===== src/rtl/pix_engine_pkg.sv =====
`default_nettype none
// ============================================================================
// Module   : pix_engine_pkg
// Brief    : Shared mode codes, FSM states and 1-2-1 kernel for the pixel engine
// Revision : 1.0
// ============================================================================
package pix_engine_pkg;

  localparam logic [1:0] MODE_BYPASS = 2'b00;
  localparam logic [1:0] MODE_INVERT = 2'b01;
  localparam logic [1:0] MODE_FILTER = 2'b10;
  localparam logic [1:0] MODE_THRESH = 2'b11;

  typedef enum logic [0:0] {
    ST_RUN   = 1'b0,
    ST_FLUSH = 1'b1
  } state_t;

  // Rounded 1-2-1 kernel. Callers pass zero-extended pixels; the result always
  // fits back into the pixel width, so truncating at the call site is lossless.
  function automatic logic [31:0] kernel_121(input logic [31:0] a,
                                             input logic [31:0] b,
                                             input logic [31:0] c);
    return (a + (b << 1) + c + 32'd2) >> 2;
  endfunction

endpackage
`default_nettype wire


===== src/rtl/pix_point_op.sv =====
`default_nettype none
// ============================================================================
// Module   : pix_point_op
// Brief    : Combinational per-pixel operator for bypass, invert and threshold
// Revision : 1.0
// ============================================================================
module pix_point_op
  import pix_engine_pkg::*;
#(
  parameter int PIX_W = 8
) (
  input  logic [1:0]       i_mode,
  input  logic [PIX_W-1:0] i_pix,
  input  logic [PIX_W-1:0] i_thresh,
  output logic [PIX_W-1:0] o_result
);

  always_comb begin
    o_result = i_pix;
    case (i_mode)
      MODE_INVERT: o_result = ~i_pix;  // bitwise NOT equals (2^W-1) - pix
      MODE_THRESH: o_result = (i_pix >= i_thresh) ? '1 : '0;
      default:     o_result = i_pix;
    endcase
  end

endmodule
`default_nettype wire


===== src/rtl/pixel_stream_engine.sv =====
`default_nettype none
// ============================================================================
// Module   : pixel_stream_engine
// Brief    : Valid/ready pixel engine with per-line mode latch and 1-2-1 filter
// Revision : 1.0
// ============================================================================
module pixel_stream_engine
  import pix_engine_pkg::*;
#(
  parameter int PIX_W  = 8,
  parameter int LINE_W = 16,
  parameter int CNT_W  = 16
) (
  input  logic             clk,
  input  logic             resetn,
  input  logic             in_valid,
  output logic             in_ready,
  input  logic [PIX_W-1:0] in_pixel,
  output logic             out_valid,
  input  logic             out_ready,
  output logic [PIX_W-1:0] out_pixel,
  output logic             out_eol,
  input  logic [1:0]       cfg_mode,
  input  logic [PIX_W-1:0] cfg_thresh,
  output logic [CNT_W-1:0] pix_count
);

  localparam int                 c_col_w    = $clog2(LINE_W);
  localparam logic [c_col_w-1:0] c_last_col = c_col_w'(LINE_W - 1);

  state_t             r_state;
  state_t             w_state_nxt;
  logic [c_col_w-1:0] r_col;
  logic [1:0]         r_act_mode;
  logic [PIX_W-1:0]   r_act_thresh;
  logic [PIX_W-1:0]   r_p_prev;
  logic [PIX_W-1:0]   r_p_cur;
  logic               r_out_valid;
  logic [PIX_W-1:0]   r_out_pixel;
  logic               r_out_eol;
  logic [CNT_W-1:0]   r_pix_count;

  logic               w_out_free;
  logic               w_in_ready;
  logic               w_accept;
  logic               w_deliver;
  logic               w_col_first;
  logic               w_col_last;
  logic [1:0]         w_mode;
  logic [PIX_W-1:0]   w_thresh;
  logic [PIX_W-1:0]   w_point;
  logic [PIX_W-1:0]   w_filt_in;
  logic [PIX_W-1:0]   w_filt_flush;
  logic               w_load;
  logic [PIX_W-1:0]   w_load_pixel;
  logic               w_load_eol;

  assign w_out_free  = !r_out_valid || out_ready;
  assign w_in_ready  = (r_state == ST_RUN) && w_out_free;
  assign w_accept    = in_valid && w_in_ready;
  assign w_deliver   = r_out_valid && out_ready;
  assign w_col_first = (r_col == '0);
  assign w_col_last  = (r_col == c_last_col);

  // The first pixel of a line already uses the configuration it latches.
  assign w_mode   = w_col_first ? cfg_mode   : r_act_mode;
  assign w_thresh = w_col_first ? cfg_thresh : r_act_thresh;

  pix_point_op #(
    .PIX_W (PIX_W)
  ) u_point_op (
    .i_mode   (w_mode),
    .i_pix    (in_pixel),
    .i_thresh (w_thresh),
    .o_result (w_point)
  );

  assign w_filt_in    = PIX_W'(kernel_121(32'(r_p_prev), 32'(r_p_cur), 32'(in_pixel)));
  assign w_filt_flush = PIX_W'(kernel_121(32'(r_p_prev), 32'(r_p_cur), 32'(r_p_cur)));

  always_comb begin
    w_state_nxt  = r_state;
    w_load       = 1'b0;
    w_load_pixel = '0;
    w_load_eol   = 1'b0;
    case (r_state)
      ST_RUN: begin
        if (w_accept) begin
          if (w_mode == MODE_FILTER) begin
            // Column 0 only primes the window; output lags input by one column.
            w_load       = !w_col_first;
            w_load_pixel = w_filt_in;
            if (w_col_last) w_state_nxt = ST_FLUSH;
          end else begin
            w_load       = 1'b1;
            w_load_pixel = w_point;
            w_load_eol   = w_col_last;
          end
        end
      end
      ST_FLUSH: begin
        if (w_out_free) begin
          w_load       = 1'b1;
          w_load_pixel = w_filt_flush;
          w_load_eol   = 1'b1;
          w_state_nxt  = ST_RUN;
        end
      end
    endcase
  end

  always_ff @(posedge clk or negedge resetn) begin
    if (!resetn) begin
      r_state      <= ST_RUN;
      r_col        <= '0;
      r_act_mode   <= MODE_BYPASS;
      r_act_thresh <= '0;
      r_p_prev     <= '0;
      r_p_cur      <= '0;
      r_out_valid  <= 1'b0;
      r_out_pixel  <= '0;
      r_out_eol    <= 1'b0;
      r_pix_count  <= '0;
    end else begin
      r_state <= w_state_nxt;
      if (w_accept) begin
        r_col <= w_col_last ? '0 : r_col + 1'b1;
        if (w_col_first) begin
          r_act_mode   <= cfg_mode;
          r_act_thresh <= cfg_thresh;
        end
        if (w_mode == MODE_FILTER) begin
          r_p_prev <= w_col_first ? in_pixel : r_p_cur;
          r_p_cur  <= in_pixel;
        end
      end
      if (w_load) begin
        r_out_valid <= 1'b1;
        r_out_pixel <= w_load_pixel;
        r_out_eol   <= w_load_eol;
      end else if (w_deliver) begin
        r_out_valid <= 1'b0;
      end
      if (w_deliver) r_pix_count <= r_pix_count + 1'b1;
    end
  end

  assign in_ready  = w_in_ready;
  assign out_valid = r_out_valid;
  assign out_pixel = r_out_pixel;
  assign out_eol   = r_out_eol;
  assign pix_count = r_pix_count;

endmodule
`default_nettype wire


===== config.mk =====
export PLATFORM = sky130hd
export DESIGN_NAME = pixel_stream_engine
export DESIGN_NICKNAME = d
export VERILOG_FILES = /design/src/rtl/pix_engine_pkg.sv /design/src/rtl/pix_point_op.sv /design/src/rtl/pixel_stream_engine.sv
export SDC_FILE = /design/constraint.sdc
export NUM_CORES = 1
export LEC_CHECK = 0
export ABC_AREA = 1
export BUFFER_PORTS_ARGS = -buffer_cell sky130_fd_sc_hd__buf_2
export CAP_MARGIN = 20
export CORE_MARGIN = 8
export CORE_UTILIZATION = 54
export DETAILED_ROUTE_END_ITERATION = 7
export PLACE_DENSITY_LB_ADDON = 0.3
export SYNTH_ARGS = -nofsm -noshare
export SYNTH_HDL_FRONTEND = slang
export SYNTH_HIERARCHICAL = 1
export SYNTH_SLANG_ARGS = --single-unit

===== constraint.sdc =====
create_clock -name clk -period 2.6 [get_ports clk]
set_input_delay 0.26 -clock clk [delete_from_list [all_inputs] [get_ports clk]]
set_output_delay 0.26 -clock clk [all_outputs]
set_load 0.01 [all_outputs]

# [Yosys cells after proc, flatten, opt, wreduce, memory -nomap -nowiden]
# Index checks and enable logic that the tools add are counted.
[op_classes] n_reduce_logical=9 order_cmp=1 n_eq_ne=4 bitwise=2 mux=24 addsub=7
[ops] operator="two-way mux 8 bit" n=6
[ops] operator="one-hot mux 8 bit (2 select lines)" n=2
[ops] operator="adder 10 x 2 -> 10 bit, second input constant" n=2
[ops] operator="adder 10 x 8 -> 10 bit" n=2
[ops] operator="adder 16 x 1 -> 16 bit, second input constant" n=1
[ops] operator="two-way mux 1 bit" n=11
[ops] operator="adder 8 x 9 -> 10 bit" n=1
[ops] operator="greater-or-equal comparator 8 bit" n=1
[ops] operator="inverter 8 bit" n=1
[ops] operator="one-hot mux 1 bit (2 select lines)" n=3
[ops] operator="adder 4 x 1 -> 4 bit, second input constant" n=1
[ops] operator="equality test 2 bit, second input constant" n=2
[ops] operator="equality test 4 bit, second input constant" n=1
[ops] operator="logical NOT 4 bit" n=1
[ops] operator="two-way mux 4 bit" n=1
[ops] operator="logical AND 1 bit" n=3
[ops] operator="equality test 2 x 1 -> 1 bit, second input constant" n=1
[ops] operator="logical NOT 1 bit" n=2
[ops] operator="two-way mux 2 bit" n=1
[ops] operator="AND reduction 2 bit" n=1
[ops] operator="nonzero test 2 bit" n=1
[ops] operator="logical OR 1 bit" n=1
[ops] operator="inverter 1 bit" n=1
[word_totals] regBits=57 wordCells=57 input_bits=22 out_inout_bits=27

# [Longest topological paths before layout]
# Gate-level depths: netlist of run 1.
[logic_depth] word_depth=8 mapped_depth=22 ltp_nobuf=21

# [Hierarchy]
# Netlist of run 1, hierarchy kept.
[modules_own_cells] mod="pixel_stream_engine" area_per_inst_um2=4131.5 seq_area_each_um2=1426.4 instances=1 cells_each=555
[modules_own_cells] mod="pix_point_op" area_per_inst_um2=344.1 seq_area_each_um2=0.0 instances=1 cells_each=65

# [Worst setup path after synthesis of run 1]
# OpenSTA, ideal clock, no wires.
[synth_timing] path_kind="flip-flop to flip-flop" startpoint="reg r_p_cur[0]" endpoint="reg r_out_pixel[6] (netlist: out_pixel[6])" setup_time_ns=0.117 slack_ns=-0.156 arrival_time_ns=2.639 path_buffers=0 t_required_ns=2.483 period_less_slack_ns=2.756 path_stages_with_launch=19 cell_sequence="dfrtp_1 ha_1 fa_1 nand2_1 nand2_1 a31oi_1 xnor2_1 ha_1 ha_1 nand2_1 inv_1 a21oi_1 nand2_1 nand2_1 nand3_1 nand2_1 nand2_1 nand2_1 nand2_1"
[synth_via] elab_chain_len=6 elab_cells_between_ends=9 classes_between="add/sub (5); mux (4)"
[synth_lines] item="start, declared" line="pixel_stream_engine.sv:37" text="logic [PIX_W-1:0] r_p_cur;"
[synth_lines] item="start signal, assigned" line="pixel_stream_engine.sv:134" text="r_p_cur <= in_pixel;"
[synth_lines] item="adder 8 x 9 -> 10 bit" line="pix_engine_pkg.sv:24" text="return (a + (b << 1) + c + 32'd2) >> 2;"
[synth_lines] item="adder 10 x 8 -> 10 bit" line="pix_engine_pkg.sv:24"
[synth_lines] item="adder 10 x 2 -> 10 bit" line="pix_engine_pkg.sv:24"
[synth_lines] item="two-way mux 8 bit" line="pixel_stream_engine.sv:89" text="if (w_mode == MODE_FILTER) begin"
[synth_lines] item="two-way mux 8 bit" line="pixel_stream_engine.sv:88" text="if (w_accept) begin"
[synth_lines] item="one-hot mux 8 bit (2 select lines) *" line="pixel_stream_engine.sv:86" text="case (r_state)"
[synth_lines] item="end signal, assigned" line="pixel_stream_engine.sv:139" text="r_out_pixel <= w_load_pixel;"
[synth_lines] item="end, declared" line="pixel_stream_engine.sv:39" text="logic [PIX_W-1:0] r_out_pixel;"
# Every way passes the cells marked *; elsewhere a longest branch is shown, timed or not.
# A chain may end at the register's enable or synchronous reset.

# [Final worst setup path of run 1]
[layout_timing] startpoint="reg r_p_prev[1]" endpoint="reg r_out_pixel[4] (netlist: out_pixel[4])"
[layout_via] elab_chain_len=6 elab_cells_between_ends=9 classes_between="add/sub (5); mux (4)"
[layout_lines] item="start, declared" line="pixel_stream_engine.sv:36" text="logic [PIX_W-1:0] r_p_prev;"
[layout_lines] item="start signal, assigned" line="pixel_stream_engine.sv:133" text="r_p_prev <= w_col_first ? in_pixel : r_p_cur;"
[layout_lines] item="adder 8 x 9 -> 10 bit *" line="pix_engine_pkg.sv:24"
[layout_lines] item="adder 10 x 8 -> 10 bit" line="pix_engine_pkg.sv:24"
[layout_lines] item="adder 10 x 2 -> 10 bit" line="pix_engine_pkg.sv:24"
[layout_lines] item="two-way mux 8 bit" line="pixel_stream_engine.sv:89"
[layout_lines] item="two-way mux 8 bit" line="pixel_stream_engine.sv:88"
[layout_lines] item="one-hot mux 8 bit (2 select lines) *" line="pixel_stream_engine.sv:86"
# Marks and branches as above.

==> results of run 1 <==
-- final cells by class --
| type | instances | area [sq um] |
|---|---|---|
| Clock buffer | 9 | 123.9 |
| Clock inverter | 7 | 102.6 |
| Fill cell | 620 | 2315 |
| Inverter | 101 | 381.6 |
| Multi-Input combinational cell | 454 | 3102 |
| Sequential cell | 57 | 1428 |
| Tap cell | 105 | 131.4 |
| Timing Repair Buffer | 89 | 550.5 |
-- critical path: stages (launching register included) --
cell     delay, ns
dfrtp_1       0.40
ha_2          0.21
fa_2          0.36
nand2_2       0.09
nand2_2       0.07
nand2_2       0.12
xor2_4        0.22
ha_4          0.24
ha_4          0.26
nand2_1       0.10
inv_1         0.07
nand3_1       0.13
nand3_1       0.10
nand2_1       0.07
nand3_1       0.06
nand2_1       0.11
nand2_1       0.06
nand2_1       0.05
nand2_1       0.05
-- worst max path at each step --
stage / to / slack (ns) / cells after the start
5_1_grt: out_pixel[4] / -0.44 / 18
3_5_place_dp: out_pixel[6] / -0.22 / 19
6_report: out_pixel[4] / -0.26 / 18
2_1_floorplan: out_pixel[5] / -0.008 / 16
4_1_cts: out_pixel[7] / -0.19 / 19
3_3_place_gp: out_pixel[6] / -0.16 / 18
-- cell usage after synthesis --
| library cell | number |
|---|---|
| a31oi_1 | 3 |
| nor3_2 | 1 |
| o21ai_1 | 1 |
| a21o_1 | 2 |
| nor2_8 | 1 |
| nand2_1 | 196 |
| nor2_2 | 4 |
| a21oi_1 | 37 |
| nand2_4 | 3 |
| or2_1 | 1 |
| clkbuf_1 | 4 |
| nand3_1 | 31 |
| buf_6 | 3 |
| inv_2 | 4 |
| nor2_4 | 2 |
| xnor2_1 | 13 |
| or2_2 | 2 |
| nor2_1 | 36 |
| o21ai_0 | 29 |
| ha_1 | 46 |
| o21ai_2 | 10 |
| inv_1 | 96 |
| nand4_1 | 7 |
| fa_1 | 3 |
| nand3b_1 | 3 |
| xor2_1 | 13 |
| nand2_2 | 2 |
| inv_4 | 1 |
| dfrtp_1 | 57 |
| buf_2 | 2 |
| o21bai_1 | 2 |
| o211ai_1 | 1 |
| o21ai_4 | 1 |
| nor3_1 | 3 |
-- through the flow --
step | util | cell area (sq um) | worst slack [ns]
CTS | 0.6668 | 5424 | -0.1879
floorplan | - | 4547 | -0.008199
finish | 0.7154 | 5819 | -0.2587
global route | 0.7154 | 5819 | -0.4393
detailed placement | 0.6251 | 5085 | -0.2246
global placement | 0.6251 | 5085 | -0.1641
-- cell usage in the layout, fill, tap and decap left out, drive strengths merged, types with 3 or more instances in the layout --
cell type and n:
xnor2 13, ha 46, fa 3, xor2 13
nand3b 3, nand2 202, clkbuf 9, inv 103
buf 88, dfrtp 57, or2 3, nand3 31
nand4 7, nor3 4, a31oi 3, nor2 43
o21ai 41, a21oi 37
-- what timing repair did --
item,CTS,global route
cloned,0,1
endpoints found under the hold margin,19,0
endpoints found under the setup margin,7,8
setup buffers,2,8
hold buffers,1,0
pin swaps,5,16
gates resized for setup,17,58
-- cells by family (layout without fill, tap and decap cells) --
logic type / after synthesis / after routing / synth area share
simple gates: 292 / 293 / 0.2793
buf+inv: 110 / 206 / 0.09841
compound gates: 86 / 86 / 0.1107
flops: 57 / 57 / 0.3187
fa+ha+maj: 49 / 49 / 0.1420
xor+xnor: 26 / 26 / 0.05088
-- state kept, by name, summed over array words and instances, names as in the netlist, 2 cells and up --
| register | cells |
|---|---|
| r_col | 4 |
| r_act_mode | 2 |
| r_p_cur | 8 |
| r_act_thresh | 8 |
| pix_count | 16 |
| out_pixel | 8 |
| r_p_prev | 8 |
-- routing by layer --
layer	vias to the layer above	GRT usage	part of all wire
li1	2139	-	-
met1	2080	0.2423	0.40
met2	156	0.3464	0.49
met3	43	0.03959	0.059
met4	0	0.08844	0.042
met5	-	0	0
==> qor.txt, run 1 <==
clock skew = 0.01328 ns
crit path DAT = 3.10 ns
top-level port count = 49
Mapped Cells = 620
RSZ-0062 raised after global routing = true
first-pass GRT wire length = 18930 microns
failing checks = negative setup slack
core area = 8134 sq um
worst hold slack = 0.2073 ns
actual slew at the worst max-slew pin = 0.4832 ns
drt drc = 0
Worst R2R End = out_pixel[4]
Worst Setup SP = r_p_prev[1]
final non-filler cell total = 822
Synth area leaders = dfrtp_1, nand2_1, ha_1
Avg Cell Area, Syn = 7.219 sq um
Initial Utilization = 0.5502
Final Wtd Congestion = 0.9094
Final Max Slew Viols = 0
antenna violations before repair = 0
TritonRoute pass-1 iters = 5
max_cap viols = 0
Tightest Hold Check Type = input pin to register
highest clock rate = 349.8 MHz
CTS tree = built
r2r worst-path depth = 18
share of post-route cells with drive strength above 1 = 0.2915
H-tree Lvls = 3
placed instance count = 794
total vias in the final route = 4418
Worst R2R Setup Slack = -0.26 ns
Die Width = 107.0 microns
Setup WS post-layout = -0.2587 ns
Post-Syn Nets = 691
DR vias/cell = 5.375
Hold Crit Depth = 3
clk root buf = clkbuf_8
Worst setup EP type = register
Worst setup SP type = register
number of synthesized register bits = 57
Slew Limit Headroom = 0.6779
Synth top area share = 0.3187
Area Overhead vs Synth = 30.03%
synth unique cells = 34
Setup violations, final = 6
wire length per cell = 15.41 microns
status = complete, but fails checks
Hold Startpoint = in_pixel[0]
Hold EP = r_p_cur[0]
total routed wirelength = 12670 microns
GRT overflow = 0
Fin. Hold Viols = 0
Max FO, Critical Path = 4
GRT Util Overall = 0.2031
r2r startpoint = r_p_prev[1]
cell accounting for the most synthesized area = dfrtp_1
HPWL Detailed = 8471 microns
clock tree buffer depth = 2
largest net degree at the start of global routing = 39
Tmin final = 2.859 ns
Die Height = 107.0 microns
1st-iter DRT viols = 272
Setup TNS Final = -1.126 ns
clk slew on worst S/H paths = 0.08 ns
die area = 11460 sq um
number of clock sinks = 57
# diodes = 0
CP required = 2.85 ns
Nets = 783
antenna viol nets, final = 0
sequential share of the synthesized area = 0.3187
Setup CP Type = register to register
vias in the first global route = 4142
Core Rows = 33
Mapped Area = 4476 sq um
Synth warnings = 6
Clock Latency Late Sink = 0.35 ns
fin crit share = 1.099
Port-buffer cells = 48
TritonCTS buffer count = 9
Power of run 1 is left out: the tool's default activity adds up to more than one toggle a clock period on the data nets, which glitch-free logic cannot reach.
==> run 2, diff against run 1 <==
--- a/config.mk
+++ b/config.mk
@@ -8,9 +8,11 @@
 export ABC_AREA = 1
 export BUFFER_PORTS_ARGS = -buffer_cell sky130_fd_sc_hd__buf_2
 export CAP_MARGIN = 20
+export CORE_ASPECT_RATIO = 2
 export CORE_MARGIN = 8
 export CORE_UTILIZATION = 54
 export DETAILED_ROUTE_END_ITERATION = 7
+export MAX_ROUTING_LAYER = met4
 export PLACE_DENSITY_LB_ADDON = 0.3
 export SYNTH_ARGS = -nofsm -noshare
 export SYNTH_HDL_FRONTEND = slang
==> qor.txt, run 2 (synthesized netlist as in run 1, its figures left out) <==
crit path DAT = 3.29 ns (+0.19 ns)
Clock Latency Late Sink = 0.34 ns (about the same)
total vias in the final route = 4514 (+2.2%)
GRT Util Overall = 0.2237 (+0.02064)
HPWL Detailed = 9036 microns (+6.7%)
Nets = 785 (+0.26%)
GRT overflow = 0 (unchanged)
max_cap viols = 0 (unchanged)
met3 usage = 0.03899 (-0.0006069)
CTS tree = built
GR peak layer = met2
Fin. Hold Viols = 0 (unchanged)
CP most frequent cell = nand2_1
Setup CP Type = register to register
TritonCTS buffer count = 9 (unchanged)
fin crit share = 1.177 (+0.07779)
TritonRoute pass-1 iters = 5 (unchanged)
Die Width = 80.38 microns (-25%)
Worst path max stage delay = 0.39 ns (about the same)
failing checks = negative setup slack
1st-iter DRT viols = 271 (-0.37%)
antenna violations before repair = 0 (unchanged)
clk slew on worst S/H paths = 0.05 ns (-0.03 ns)
r2r worst-path depth = 18 (unchanged)
Setup violations, final = 6 (unchanged)
commonest non-fill, non-tap cell in the layout = nand2_1
vias in the first global route = 4307 (+4.0%)
first-pass GRT wire length = 19570 microns (+3.4%)
die area = 11630 sq um (+1.5%)
share of post-route cells with drive strength above 1 = 0.3175 (+0.02606)
Tightest Hold Check Type = input pin to async pin
wire length per cell = 16.71 microns (+8.4%)
top cell family by delay on the critical path = adder cells
CP bufs+invs = 0 (-1)
CP required = 2.83 ns (-0.02 ns)
r2r startpoint = r_p_cur[0]
Final Wtd Congestion = 0.9415 (+3.5%)
top-level port count = 49 (unchanged)
clock tree buffer depth = 2 (unchanged)
Setup TNS Final = -1.506 ns (-0.3799 ns)
met1 GRT Util = 0.1944 (-0.04788)
Setup WS post-layout = -0.4609 ns (-0.2022 ns)
core area = 8174 sq um (+0.49%)
Worst R2R Setup Slack = -0.46 ns (-0.20 ns)
highest clock rate = 326.7 MHz (-6.6%)
max reg flops = 16 (unchanged)
clock skew = 0.005712 ns (-0.007563 ns)
Tmin final = 3.061 ns (+0.2022 ns)
worst hold slack = 0.07734 ns (-0.1299 ns)
most frequent cells in the layout = nand2_1, inv_1, dfrtp_1
RSZ-0062 raised after global routing = true
met2 GRT Util = 0.4159 (+0.06946)
H-tree Lvls = 3 (unchanged)
actual slew at the worst max-slew pin = 0.7493 ns (+0.2661 ns)
Max FO, Critical Path = 4 (unchanged)
number of clock sinks = 57 (unchanged)
status = complete, but fails checks
clk root buf = clkbuf_16
Slowest-stage cell, CP = fa_2
antenna viol nets, final = 0 (unchanged)
Port-buffer cells = 48 (unchanged)
Die Height = 144.8 microns (+35%)
Area Overhead vs Synth = 33.46%
Worst R2R End = out_pixel[6]
CP cell instances = ha_2, fa_2, nand2_2, nand2_4, a31oi_4, xnor2_2, ha_1, ha_4, nand2_1, nand2_1, a21oi_2, nand2_1, nand2_1, nand3_1, nand2_1, nand2_1, nand2_1, nand2_1
drt drc = 0 (unchanged)
Initial Utilization = 0.5475 (-0.002695)
largest net degree at the start of global routing = 58 (+49%)
Worst setup EP type = register
Slew Limit Headroom = 0.5005 (-0.1774)
total routed wirelength = 13630 microns (+7.6%)
# diodes = 0 (unchanged)
Core Rows = 47 (+42%)
Final Max Slew Viols = 0 (unchanged)
DR vias/cell = 5.532 (+2.9%)
CTS Hold Buffers Added = 0 (-1)
Worst setup SP type = register
==> run 2: worst max-delay path by stage <==
stage / startpoint / end / slack (ns) / cells after the start
2_1_floorplan: r_p_cur[0] / out_pixel[5] / -0.008 / 16
6_report: r_p_cur[0] / out_pixel[6] / -0.46 / 18
3_3_place_gp: r_p_prev[1] / out_pixel[6] / -0.15 / 18
5_1_grt: r_p_cur[0] / out_pixel[6] / -0.57 / 18
4_1_cts: r_p_prev[1] / out_pixel[7] / -0.18 / 17
3_5_place_dp: r_p_prev[2] / out_pixel[5] / -0.26 / 17
==> run 2: metrics by stage <==
| step | worst slack, ns | util | cells | cell area, sq um |
|---|---|---|---|---|
| 2_1_floorplan | -0.008199 | - | 620 | 4547 |
| 4_1_cts | -0.1751 | 0.6659 | 802 | 5443 |
| 6_report | -0.4609 | 0.7308 | 816 | 5973 |
| 3_3_place_gp | -0.1544 | 0.6210 | 787 | 5076 |
| 5_1_grt | -0.5655 | 0.7308 | 816 | 5973 |
| 3_5_place_dp | -0.2616 | 0.6210 | 787 | 5076 |
==> run 2: final cells by class <==
class,instances,area [sq um]
Clock buffer,11,242.7
Clock inverter,4,20.02
Fill cell,592,2201
Inverter,101,381.6
Multi-Input combinational cell,453,3187
Sequential cell,57,1429
Tap cell,98,122.6
Timing Repair Buffer,92,590.6
==> run 2: per-layer routing <==
layer | up-vias | wire length [microns]
li1 | 2141 | -
met1 | 2112 | 4563
met2 | 184 | 7490
met3 | 77 | 656
met4 | 0 | 922
met5 | - | 0
==> run 2: repair_timing <==
action	4_1_cts	5_1_grt
pin swaps	6	47
endpoints found under the setup margin	6	8
gates resized for setup	15	91
setup buffers	0	14
Power of run 2 is left out for the same reason.
==> run 3, diff against run 2 <==
--- a/config.mk
+++ b/config.mk
@@ -14,6 +14,7 @@
 export DETAILED_ROUTE_END_ITERATION = 7
 export MAX_ROUTING_LAYER = met4
 export PLACE_DENSITY_LB_ADDON = 0.3
+export SKIP_LAST_GASP = 1
 export SYNTH_ARGS = -nofsm -noshare
 export SYNTH_HDL_FRONTEND = slang
 export SYNTH_HIERARCHICAL = 1
==> qor.txt, run 3 (synthesized netlist as in run 1, its figures left out) <==
Initial Utilization = 0.5475 (unchanged)
Worst setup EP type = register
clock tree buffer depth = 2 (unchanged)
Core Rows = 47 (unchanged)
max_cap viols = 0 (unchanged)
clock skew = 0.007114 ns (+0.001401 ns)
largest net degree at the start of global routing = 58 (unchanged)
die area = 11630 sq um (unchanged)
GRT Util Overall = 0.2237 (unchanged)
H-tree Lvls = 3 (unchanged)
top-level port count = 49 (unchanged)
commonest non-fill, non-tap cell in the layout = nand2_1
Setup TNS Final = -1.685 ns (-0.1792 ns)
Worst setup SP type = register
Setup CP Type = register to register
Worst R2R End = out_pixel[6]
TritonRoute pass-1 iters = 5 (unchanged)
max reg flops = 16 (unchanged)
Nets = 781 (-0.51%)
actual slew at the worst max-slew pin = 0.7404 ns (-0.008845 ns)
Max FO, Critical Path = 4 (unchanged)
first-pass GRT wire length = 19570 microns (unchanged)
Setup violations, final = 7 (+1)
clk root buf = clkbuf_16
Worst setup endpoint = out_pixel[6]
Clock Latency Late Sink = 0.34 ns (about the same)
highest clock rate = 326.2 MHz (-0.16%)
Fin. Hold Viols = 0 (unchanged)
Tightest Hold Check Type = input pin to async pin
Slew Limit Headroom = 0.5064 (+0.005896)
failing checks = negative setup slack
share of post-route cells with drive strength above 1 = 0.2955 (-0.02203)
Final Max Slew Viols = 0 (unchanged)
r2r worst-path depth = 17 (-1)
total vias in the final route = 4489 (-0.55%)
GRT overflow = 0 (unchanged)
clk slew on worst S/H paths = 0.05 ns (about the same)
Setup WS post-layout = -0.4658 ns (-0.004845 ns)
antenna violations before repair = 0 (unchanged)
most frequent cells in the layout = nand2_1, inv_1, dfrtp_1
vias in the first global route = 4305 (-0.046%)
wire length per cell = 17.01 microns (+1.8%)
Area Overhead vs Synth = 30.72%
CTS tree = built
1st-iter DRT viols = 252 (-7.0%)
TritonCTS buffer count = 9 (unchanged)
# diodes = 0 (unchanged)
core area = 8174 sq um (unchanged)
status = complete, but fails checks
number of clock sinks = 57 (unchanged)
final core area utilization = 0.7158 (-0.01500)
HPWL Detailed = 9036 microns (unchanged)
DR vias/cell = 5.528 (about the same)
RSZ-0062 raised after global routing = true
Worst R2R Setup Slack = -0.47 ns (about the same)
fin area = 5851 sq um (-2.1%)
Area after DPL = 5076 sq um (unchanged)
r2r startpoint = r_p_cur[0]
fin crit share = 1.179 (+0.001863)
Tmin final = 3.066 ns (+0.004845 ns)
CP required = 2.87 ns (+0.04 ns)
Die Height = 144.8 microns (unchanged)
drt drc = 0 (unchanged)
crit path DAT = 3.34 ns (+0.05 ns)
Die Width = 80.38 microns (unchanged)
Final Wtd Congestion = 0.9415 (unchanged)
Worst Setup SP = r_p_cur[0]
total routed wirelength = 13810 microns (+1.3%)
Port-buffer cells = 48 (unchanged)
antenna viol nets, final = 0 (unchanged)
[run 3: worst max-delay path, stage by stage, from the launching register on]
cell and delay (ns):
dfrtp_1 0.39, ha_2 0.21, fa_2 0.39, nand2_2 0.09, nand2_4 0.07, a31oi_4 0.21, xnor2_2 0.16, ha_1 0.30
ha_4 0.29, nand2_1 0.07, nand2_1 0.09, a21oi_2 0.19, nand3_1 0.14, nand3_1 0.13, nand2_1 0.09, nand2_1 0.07
nand2_1 0.04, nand2_1 0.07
[run 3: routing by layer]
| layer | vias to the layer above | track usage | share of wire |
|---|---|---|---|
| met3 | 88 | 0.03899 | 0.051 |
| met2 | 183 | 0.4159 | 0.54 |
| met4 | 0 | 0.1496 | 0.078 |
| li1 | 2133 | - | - |
| met1 | 2085 | 0.1944 | 0.33 |
| met5 | - | - | 0 |
[run 3: worst min path at each step]
stage,to,cells after the start,from,slack [ns]
after floorplan,out_eol,0,resetn,-0.04
after global placement,r_p_prev[6],2,resetn,0.44
after detailed placement,r_p_prev[6],2,resetn,0.45
after CTS,r_act_thresh[6],2,resetn,0.10
after global routing,pix_count[14],2,resetn,0.16
final,pix_count[14],2,resetn,0.08
[run 3: metrics by stage]
| step | hold WS, ns | std cells | worst slack [ns] |
|---|---|---|---|
| final | 0.07556 | 812 | -0.4658 |
| after global routing | 0.1617 | 812 | -0.6528 |
| after CTS | 0.1028 | 802 | -0.1751 |
| after detailed placement | 0.4509 | 787 | -0.2616 |
| after global placement | 0.4420 | 787 | -0.1544 |
| after floorplan | -0.03559 | 620 | -0.008199 |
[run 3: timing repair]
item / in CTS / in global routing
cloned: 0 / 1
pin swaps: 6 / 36
endpoints found under the setup margin: 6 / 8
buffers inserted: 0 / 9
hold buffers: 0 / 0
gates resized for setup: 14 / 69
[run 3: cell type report]
class / instances / area [sq um]
well taps: 98 / 122.6
inverters: 101 / 381.6
repair buffers: 87 / 533.0
multi-input cells: 454 / 3122
clock buffers: 11 / 242.7
flip-flops and latches: 57 / 1429
clock inverters: 4 / 20.02
fillers: 621 / 2323
Power of run 3 is left out for the same reason.
